<file path="src/rtl/alu_pkg.sv">
// rtl/alu_pkg.sv - shared types, constants and golden ALU model for the ALU BIST
//
// Purpose : common definitions imported by alu_bist and alu_lfsr16.
//   DW          operand/result width (7)
//   OP_ADD/SUB  opcode encodings
//   state_t     BIST controller states
//   alu_out_t   {res, cf, gz} bundle returned by golden_alu()
package alu_pkg;

  localparam int DW = 7;

  localparam logic OP_ADD = 1'b0;
  localparam logic OP_SUB = 1'b1;

  typedef enum logic [1:0] {
    ST_IDLE,
    ST_APPLY,
    ST_SAMPLE,
    ST_DONE
  } state_t;

  typedef struct packed {
    logic [DW-1:0] res;
    logic          cf;
    logic          gz;
  } alu_out_t;

  // Reference behaviour: add gives an 8-bit sum split into {cf,res};
  // subtract wraps modulo 128 and flags a borrow when a < b.
  function automatic alu_out_t golden_alu(
    input logic [DW-1:0] a,
    input logic [DW-1:0] b,
    input logic          op
  );
    alu_out_t    r;
    logic [DW:0] w;
    if (op == OP_SUB) begin
      w    = {1'b0, a} - {1'b0, b};
      r.cf = (a < b);
    end else begin
      w    = {1'b0, a} + {1'b0, b};
      r.cf = w[DW];
    end
    r.res = w[DW-1:0];
    r.gz  = (r.res != '0);
    return r;
  endfunction

endpackage

</file>
<file path="src/rtl/alu_lfsr16.sv">
// rtl/alu_lfsr16.sv - 16-bit Fibonacci LFSR vector source (taps 16,14,13,11)
//
// Purpose : pseudo-random vector generator for the BIST.
// Ports   :
//   clk      in   clock, rising edge
//   rst_n    in   asynchronous active-low reset, loads SEED
//   i_load   in   reload SEED (takes priority over i_en)
//   i_en     in   advance one step
//   o_state  out  current 16-bit LFSR state
module alu_lfsr16 #(
  parameter logic [15:0] SEED = 16'hACE1
) (
  input  logic        clk,
  input  logic        rst_n,
  input  logic        i_load,
  input  logic        i_en,
  output logic [15:0] o_state
);
  import alu_pkg::*;

  logic [15:0] r_lfsr;
  logic        w_fb;

  // Tap positions 16,14,13,11 map to bits 15,13,12,10; shift toward the MSB.
  assign w_fb = r_lfsr[15] ^ r_lfsr[13] ^ r_lfsr[12] ^ r_lfsr[10];

  always_ff @(posedge clk or negedge rst_n) begin
    if (!rst_n) begin
      r_lfsr <= SEED;
    end else if (i_load) begin
      r_lfsr <= SEED;
    end else if (i_en) begin
      r_lfsr <= {r_lfsr[14:0], w_fb};
    end
  end

  assign o_state = r_lfsr;

endmodule

</file>
<file path="src/rtl/alu_bist.sv">
// rtl/alu_bist.sv - built-in self test controller for a 7-bit combinational ALU
//
// Purpose : drives vectors (LFSR or one directed vector) into an external ALU,
//           compares its outputs with the golden model and reports the result.
// Ports   :
//   clk, rst_n                 clock / asynchronous active-low reset
//   start                      one-cycle pulse, begins a run when idle
//   dir_mode                   1 = single directed vector, 0 = LFSR run
//   dir_a, dir_b, dir_op       directed vector, captured at start
//   alu_a, alu_b, alu_op       registered operands to the ALU under test
//   alu_res, alu_cf, alu_gz    ALU responses
//   busy                       run in progress (2 cycles per vector)
//   done                       one-cycle pulse after the last vector
//   pass                       1 iff no mismatches, valid from done to next start
//   err_cnt                    mismatching vectors (saturating)
//   fail_idx                   index of first mismatch, 8'hFF if none
module alu_bist
  import alu_pkg::*;
#(
  parameter int          NUM_VEC = 15,
  parameter logic [15:0] SEED    = 16'hACE1
) (
  input  logic          clk,
  input  logic          rst_n,
  input  logic          start,
  input  logic          dir_mode,
  input  logic [DW-1:0] dir_a,
  input  logic [DW-1:0] dir_b,
  input  logic          dir_op,
  output logic [DW-1:0] alu_a,
  output logic [DW-1:0] alu_b,
  output logic          alu_op,
  input  logic [DW-1:0] alu_res,
  input  logic          alu_cf,
  input  logic          alu_gz,
  output logic          busy,
  output logic          done,
  output logic          pass,
  output logic [7:0]    err_cnt,
  output logic [7:0]    fail_idx
);

  localparam logic [7:0] LAST_IDX = 8'(NUM_VEC - 1);

  state_t        r_state;
  state_t        w_next_state;

  logic          r_dir_mode;
  logic [DW-1:0] r_dir_a;
  logic [DW-1:0] r_dir_b;
  logic          r_dir_op;
  logic [DW-1:0] r_alu_a;
  logic [DW-1:0] r_alu_b;
  logic          r_alu_op;
  logic [7:0]    r_idx;
  logic [7:0]    r_err_cnt;
  logic [7:0]    r_fail_idx;
  logic          r_pass;

  logic [15:0]   w_lfsr;
  logic          w_unused_lfsr14;
  logic          w_start_ok;
  logic          w_last;
  logic [DW-1:0] w_vec_a;
  logic [DW-1:0] w_vec_b;
  logic          w_vec_op;
  alu_out_t      w_gold;
  logic          w_mismatch;

  assign w_start_ok = (r_state == ST_IDLE) && start;

  // Reloads on every accepted start so repeated runs see the same sequence.
  alu_lfsr16 #(.SEED(SEED)) u_lfsr (
    .clk     (clk),
    .rst_n   (rst_n),
    .i_load  (w_start_ok),
    .i_en    (r_state == ST_SAMPLE),
    .o_state (w_lfsr)
  );

  assign w_unused_lfsr14 = w_lfsr[14];

  assign w_vec_a  = r_dir_mode ? r_dir_a  : w_lfsr[6:0];
  assign w_vec_b  = r_dir_mode ? r_dir_b  : w_lfsr[13:7];
  assign w_vec_op = r_dir_mode ? r_dir_op : w_lfsr[15];

  // A directed run is always a single vector.
  assign w_last = r_dir_mode || (r_idx == LAST_IDX);

  assign w_gold     = golden_alu(r_alu_a, r_alu_b, r_alu_op);
  assign w_mismatch = (alu_res != w_gold.res) || (alu_cf != w_gold.cf) ||
                      (alu_gz != w_gold.gz);

  always_ff @(posedge clk or negedge rst_n) begin
    if (!rst_n) begin
      r_state <= ST_IDLE;
    end else begin
      r_state <= w_next_state;
    end
  end

  always_comb begin
    w_next_state = r_state;
    busy         = 1'b0;
    done         = 1'b0;
    case (r_state)
      ST_IDLE: begin
        if (start) w_next_state = ST_APPLY;
      end
      ST_APPLY: begin
        busy         = 1'b1;
        w_next_state = ST_SAMPLE;
      end
      ST_SAMPLE: begin
        busy         = 1'b1;
        w_next_state = w_last ? ST_DONE : ST_APPLY;
      end
      ST_DONE: begin
        done         = 1'b1;
        w_next_state = ST_IDLE;
      end
      default: w_next_state = ST_IDLE;
    endcase
  end

  always_ff @(posedge clk or negedge rst_n) begin
    if (!rst_n) begin
      r_dir_mode <= 1'b0;
      r_dir_a    <= '0;
      r_dir_b    <= '0;
      r_dir_op   <= 1'b0;
      r_alu_a    <= '0;
      r_alu_b    <= '0;
      r_alu_op   <= 1'b0;
      r_idx      <= 8'd0;
      r_err_cnt  <= 8'd0;
      r_fail_idx <= 8'hFF;
      r_pass     <= 1'b0;
    end else begin
      if (w_start_ok) begin
        r_dir_mode <= dir_mode;
        r_dir_a    <= dir_a;
        r_dir_b    <= dir_b;
        r_dir_op   <= dir_op;
        r_idx      <= 8'd0;
        r_err_cnt  <= 8'd0;
        r_fail_idx <= 8'hFF;
        r_pass     <= 1'b0;
      end

      if (r_state == ST_APPLY) begin
        r_alu_a  <= w_vec_a;
        r_alu_b  <= w_vec_b;
        r_alu_op <= w_vec_op;
      end

      if (r_state == ST_SAMPLE) begin
        if (w_mismatch) begin
          if (r_err_cnt != 8'hFF) r_err_cnt <= r_err_cnt + 8'd1;
          // err_cnt never returns to zero within a run, so this marks the first miss.
          if (r_err_cnt == 8'd0) r_fail_idx <= r_idx;
        end
        // pass must be valid in the same cycle done rises, so fold in this vector.
        if (w_last) begin
          r_pass <= (r_err_cnt == 8'd0) && !w_mismatch;
        end else begin
          r_idx <= r_idx + 8'd1;
        end
      end
    end
  end

  assign alu_a    = r_alu_a;
  assign alu_b    = r_alu_b;
  assign alu_op   = r_alu_op;
  assign pass     = r_pass;
  assign err_cnt  = r_err_cnt;
  assign fail_idx = r_fail_idx;

endmodule

</file>
<file path="config.mk">
export PLATFORM = sky130hd
export DESIGN_NAME = alu_bist
export DESIGN_NICKNAME = d
export VERILOG_FILES = /design/src/rtl/alu_pkg.sv /design/src/rtl/alu_lfsr16.sv /design/src/rtl/alu_bist.sv
export SDC_FILE = /design/constraint.sdc
export NUM_CORES = 1
export LEC_CHECK = 0
export CORE_MARGIN = 2
export CORE_UTILIZATION = 50
export DETAILED_ROUTE_END_ITERATION = 7
export PLACE_DENSITY_LB_ADDON = 0.05
export SYNTH_ARGS = -nofsm -noshare
export SYNTH_HDL_FRONTEND = slang
export SYNTH_SLANG_ARGS = --single-unit
</file>
<file path="constraint.sdc">
create_clock -name clk -period 3.53 [get_ports clk]
set_clock_uncertainty 0.1 [all_clocks]
set_input_delay 0.8825 -clock clk [delete_from_list [all_inputs] [get_ports clk]]
set_output_delay 0.8825 -clock clk [all_outputs]
set_load 0.005 [all_outputs]
</file>
==> results.yml <==
synth:
  count_of_flip_flops_with_a_built_in_enable_after_synthesis: 0
  yosysSeqAreaShare_pct: 43.37
  synthDistinctLibCells: 56
  post_synth_main_area_contributors: "sky130_fd_sc_hd__dfrtp_1 (34%), sky130_fd_sc_hd__dfstp_2 (9.7%), sky130_fd_sc_hd__mux2i_1 (9.3%)"
  yosysTopAreaCellShare_pct: 33.63
  synth.largest_area_cell: "sky130_fd_sc_hd__dfrtp_1"
  synth_area_per_cell_um2: 9.300
  postSynthNetCount: 517
  ys_ff_latch: 74
  syn-cell-area_mm2: 0.004315
  synthMostInstantiatedCell: "sky130_fd_sc_hd__nand2_1"
  ys_top_cells_by_count: "sky130_fd_sc_hd__nand2_1 (80), sky130_fd_sc_hd__dfrtp_1 (58), sky130_fd_sc_hd__nor2_1 (41)"
  synth_cells: 464
  asyncSetResetFlopFracSynth_pct: 100.0
  synthesis.yosys.warnings: 0
  ys_dominant_reg_cell: "sky130_fd_sc_hd__dfrtp_1"
grt:
  grt_antenna_before_repair: 0
  globalRoute.totalOverflow: 0
  grt_pass1_wl_mm: 15.82
  vias_in_the_first_global_route: 3252
  grt_start_max_net_pins: 45
  grt.total_usage_pct: 20.47
timing:
  final_period_minus_worst_setup_slack_ps: 3287
  setup_tns_ps: 0
  fmax_mhz: 304.2
  final-setup-viol-count: 0
  slew_violations: 0
  final_critical_path_setup_slack_ps: 243.0
  finalHoldViolCount: 0
  grt_setup_unrepaired: "no"
  tightest_slew_ps: 899.2
  timing.final.crit_share_pct: 93.12
  slew_headroom_pct: 40.05
power:
  netSwitchingFraction_pct: 41.03
  switching_power_mw: 2.142
  p_comb_share_pct: 55.3
  power.density_mw_per_mm2: 993.5
  p_int_mw: 3.079
  worst_case_vdd_ir_drop_mv: 0.3359
  final_power_mw: 5.221
  clock_power_share_pct: 13.8
  seqPwrFrac_pct: 30.8
  total_leakage_power_nw: 2.442
critical_path:
  critPathArrivalTime_ps: 3460
  rr_startpoint: "alu_a[0]"
  startpoint_type: "flip-flop"
  worstPathMaxFanout: 8
  endpoint_kind: "flip-flop"
  worstRegToRegCells: 11
  worst-endpoint-required_ps: 3700
  crit_type: "flip-flop to flip-flop"
  crit-reg2reg-capture: "fail_idx[2]"
  rrSetupSlack_ps: 240
route:
  dr_drc_count: 0
  postRouteWirelength_mm: 9.131
  dr.first_iter.drc_count: 81
  drtAntennaViolNets: 0
  post_drt_via_cell_ratio: 5.270
  drtPass1Iterations: 4
  num_vias: 3341
  avgRoutedWirePerCell_um: 14.40
cells_and_area:
  finalNetCount: 577
  insertedDiodeCount: 0
  fin_cells: 634
  finalCoreUtilization_pct: 63.32
  area.growth.synth_to_final_pct: 21.77
  post_route_cells_drive_above_1_share_pct: 9.830
placed_design:
  place_congestion: 0.8174
  post-place-ws_ps: 77.49
  numPlacedInstances: 618
  place_hpwl_mm: 6.637
  portBuffers: 61
clocking:
  post_cts_buffers: 0
  clockRootBuffer: "sky130_fd_sc_hd__clkbuf_8"
  hold_buffer_count_at_cts: 0
  tritoncts_buffers: 9
  cts_sinks: 74
  tritoncts: "built"
  clock_latency_ps: 350
  max-clock-path-buffers: 2
  post_cts_resized: 0
  cts_max_level: 3
  clk_transition_reported_paths_ps: 80
run:
  cap_viol_max_count: 0
die:
  std_cell_rows: 33
  dieHeight_um: 96.90
  ioPinCount: 62
  coreArea_mm2: 0.008299
  dieWidth_um: 96.90
  initial_core_util_pct: 52.00
  total_die_area_mm2: 0.009390
min_path:
  timing.hold.worst.start: "r_dir_a[3]"
  timing.hold.worst.class: "flip-flop to flip-flop"
  holdPathEnd: "r_dir_a[3]"
  hold_depth: 2
outcome:
  run_status: "complete, no violations"
==> state kept, by name (all words and copies together), names as in the netlist <==
signal,flops
alu_op,1
u_lfsr.o_state,16
r_idx,8
r_state,2
pass,1
err_cnt,8
r_dir_b,7
r_dir_op,1
alu_a,7
fail_idx,8
alu_b,7
r_dir_a,7
r_dir_mode,1
==> power groups by stage <==
stage | Combinational [mW] | Sequential [mW] | Clock, mW
2_1_floorplan | 2.09 | 1.54 | 0
6_report | 2.89 | 1.61 | 0.722
5_1_grt | 3.22 | 1.67 | 0.770
4_1_cts | 2.92 | 1.61 | 0.742
3_3_place_gp | 2.85 | 1.61 | 0
3_5_place_dp | 2.91 | 1.63 | 0
==> area by class of cell <==
class / instances / area [um^2]
fill: 708 / 3044
multi-input combinational: 341 / 2240
sequential: 74 / 1872
timing repair buffer: 71 / 693.2
tap: 105 / 131.4
clock buffer: 9 / 123.9
inverter: 27 / 101.3
clock inverter: 7 / 93.84
==> worst max-delay path: stages, from the launching register on <==
cell and delay, ps:
sky130_fd_sc_hd__dfrtp_1 420, sky130_fd_sc_hd__ha_1 220, sky130_fd_sc_hd__inv_1 70, sky130_fd_sc_hd__fa_1 400, sky130_fd_sc_hd__mux2_4 280, sky130_fd_sc_hd__xnor2_1 130, sky130_fd_sc_hd__a2111oi_0 400, sky130_fd_sc_hd__nand4_1 200
sky130_fd_sc_hd__a2111oi_4 280, sky130_fd_sc_hd__a31oi_2 220, sky130_fd_sc_hd__nand3_2 260, sky130_fd_sc_hd__mux2i_1 220
==> cell families (layout without fill, tap and decap cells) <==
family          Yosys count  after routing  synth area share [%]
compound gates           71             71                 10.99
xor+xnor                 16             16                 3.566
fa+ha+maj                25             25                 7.597
buf+inv                  49            114                 4.726
flops                    74             74                 43.37
mux                      43             43                 10.15
simple gates            186            186                 19.60
==> metrics by stage <==
stage | cell area, um^2 | hold WS, ps
3_5_place_dp | 5037 | 364.2
3_3_place_gp | 5037 | 361.8
2_1_floorplan | 4315 | 345.4
4_1_cts | 5255 | 385.4
6_report | 5255 | 380.6
5_1_grt | 5255 | 411.5
==> how the worst max path moves through the flow <==
stage                          start          end  slack [ps]  depth (start not counted)
final                       alu_a[0]  fail_idx[2]         240                         11
after global routing        alu_a[0]  fail_idx[0]         0.3                         11
after CTS                   alu_a[0]  fail_idx[5]         210                         11
after detailed placement  alu_res[5]  fail_idx[2]          80                          9
after global placement    alu_res[5]  fail_idx[1]         180                          9
after floorplan             alu_a[0]   err_cnt[4]         480                         12
==> layer usage <==
layer | vias to the layer above | track usage, % | part of all wire (%)
met4 | 0 | 7.367 | 1.3
li1 | 1687 | - | -
met2 | 52 | 31.78 | 45
met3 | 9 | 3.107 | 3.3
met1 | 1593 | 29.23 | 50
met5 | - | 0 | 0
==> cell usage in the layout (no fill, tap or decap), types with 2 or more instances in the layout <==
master and n:
sky130_fd_sc_hd__nand2_1 80, sky130_fd_sc_hd__mux2i_1 40, sky130_fd_sc_hd__a21oi_1 24, sky130_fd_sc_hd__nand3_1 15, sky130_fd_sc_hd__dfstp_2 16, sky130_fd_sc_hd__clkinvlp_4 2, sky130_fd_sc_hd__mux2_2 2, sky130_fd_sc_hd__clkbuf_8 9
sky130_fd_sc_hd__bufinv_16 2, sky130_fd_sc_hd__o31ai_1 2, sky130_fd_sc_hd__fa_1 2, sky130_fd_sc_hd__o221ai_1 2, sky130_fd_sc_hd__dfrtp_1 58, sky130_fd_sc_hd__o211ai_1 4, sky130_fd_sc_hd__inv_1 27, sky130_fd_sc_hd__clkdlybuf4s50_1 60
sky130_fd_sc_hd__nor3_1 5, sky130_fd_sc_hd__xor2_1 5, sky130_fd_sc_hd__buf_4 9, sky130_fd_sc_hd__o21a_1 2, sky130_fd_sc_hd__nor2_1 41, sky130_fd_sc_hd__and3_1 11, sky130_fd_sc_hd__nand2b_1 7, sky130_fd_sc_hd__and2_1 2
sky130_fd_sc_hd__nand4_1 2, sky130_fd_sc_hd__nor2b_1 15, sky130_fd_sc_hd__clkinv_2 2, sky130_fd_sc_hd__xnor2_1 10, sky130_fd_sc_hd__nor4_1 2, sky130_fd_sc_hd__o21ai_0 18, sky130_fd_sc_hd__ha_1 23
Power figures use the tool's default switching activity.
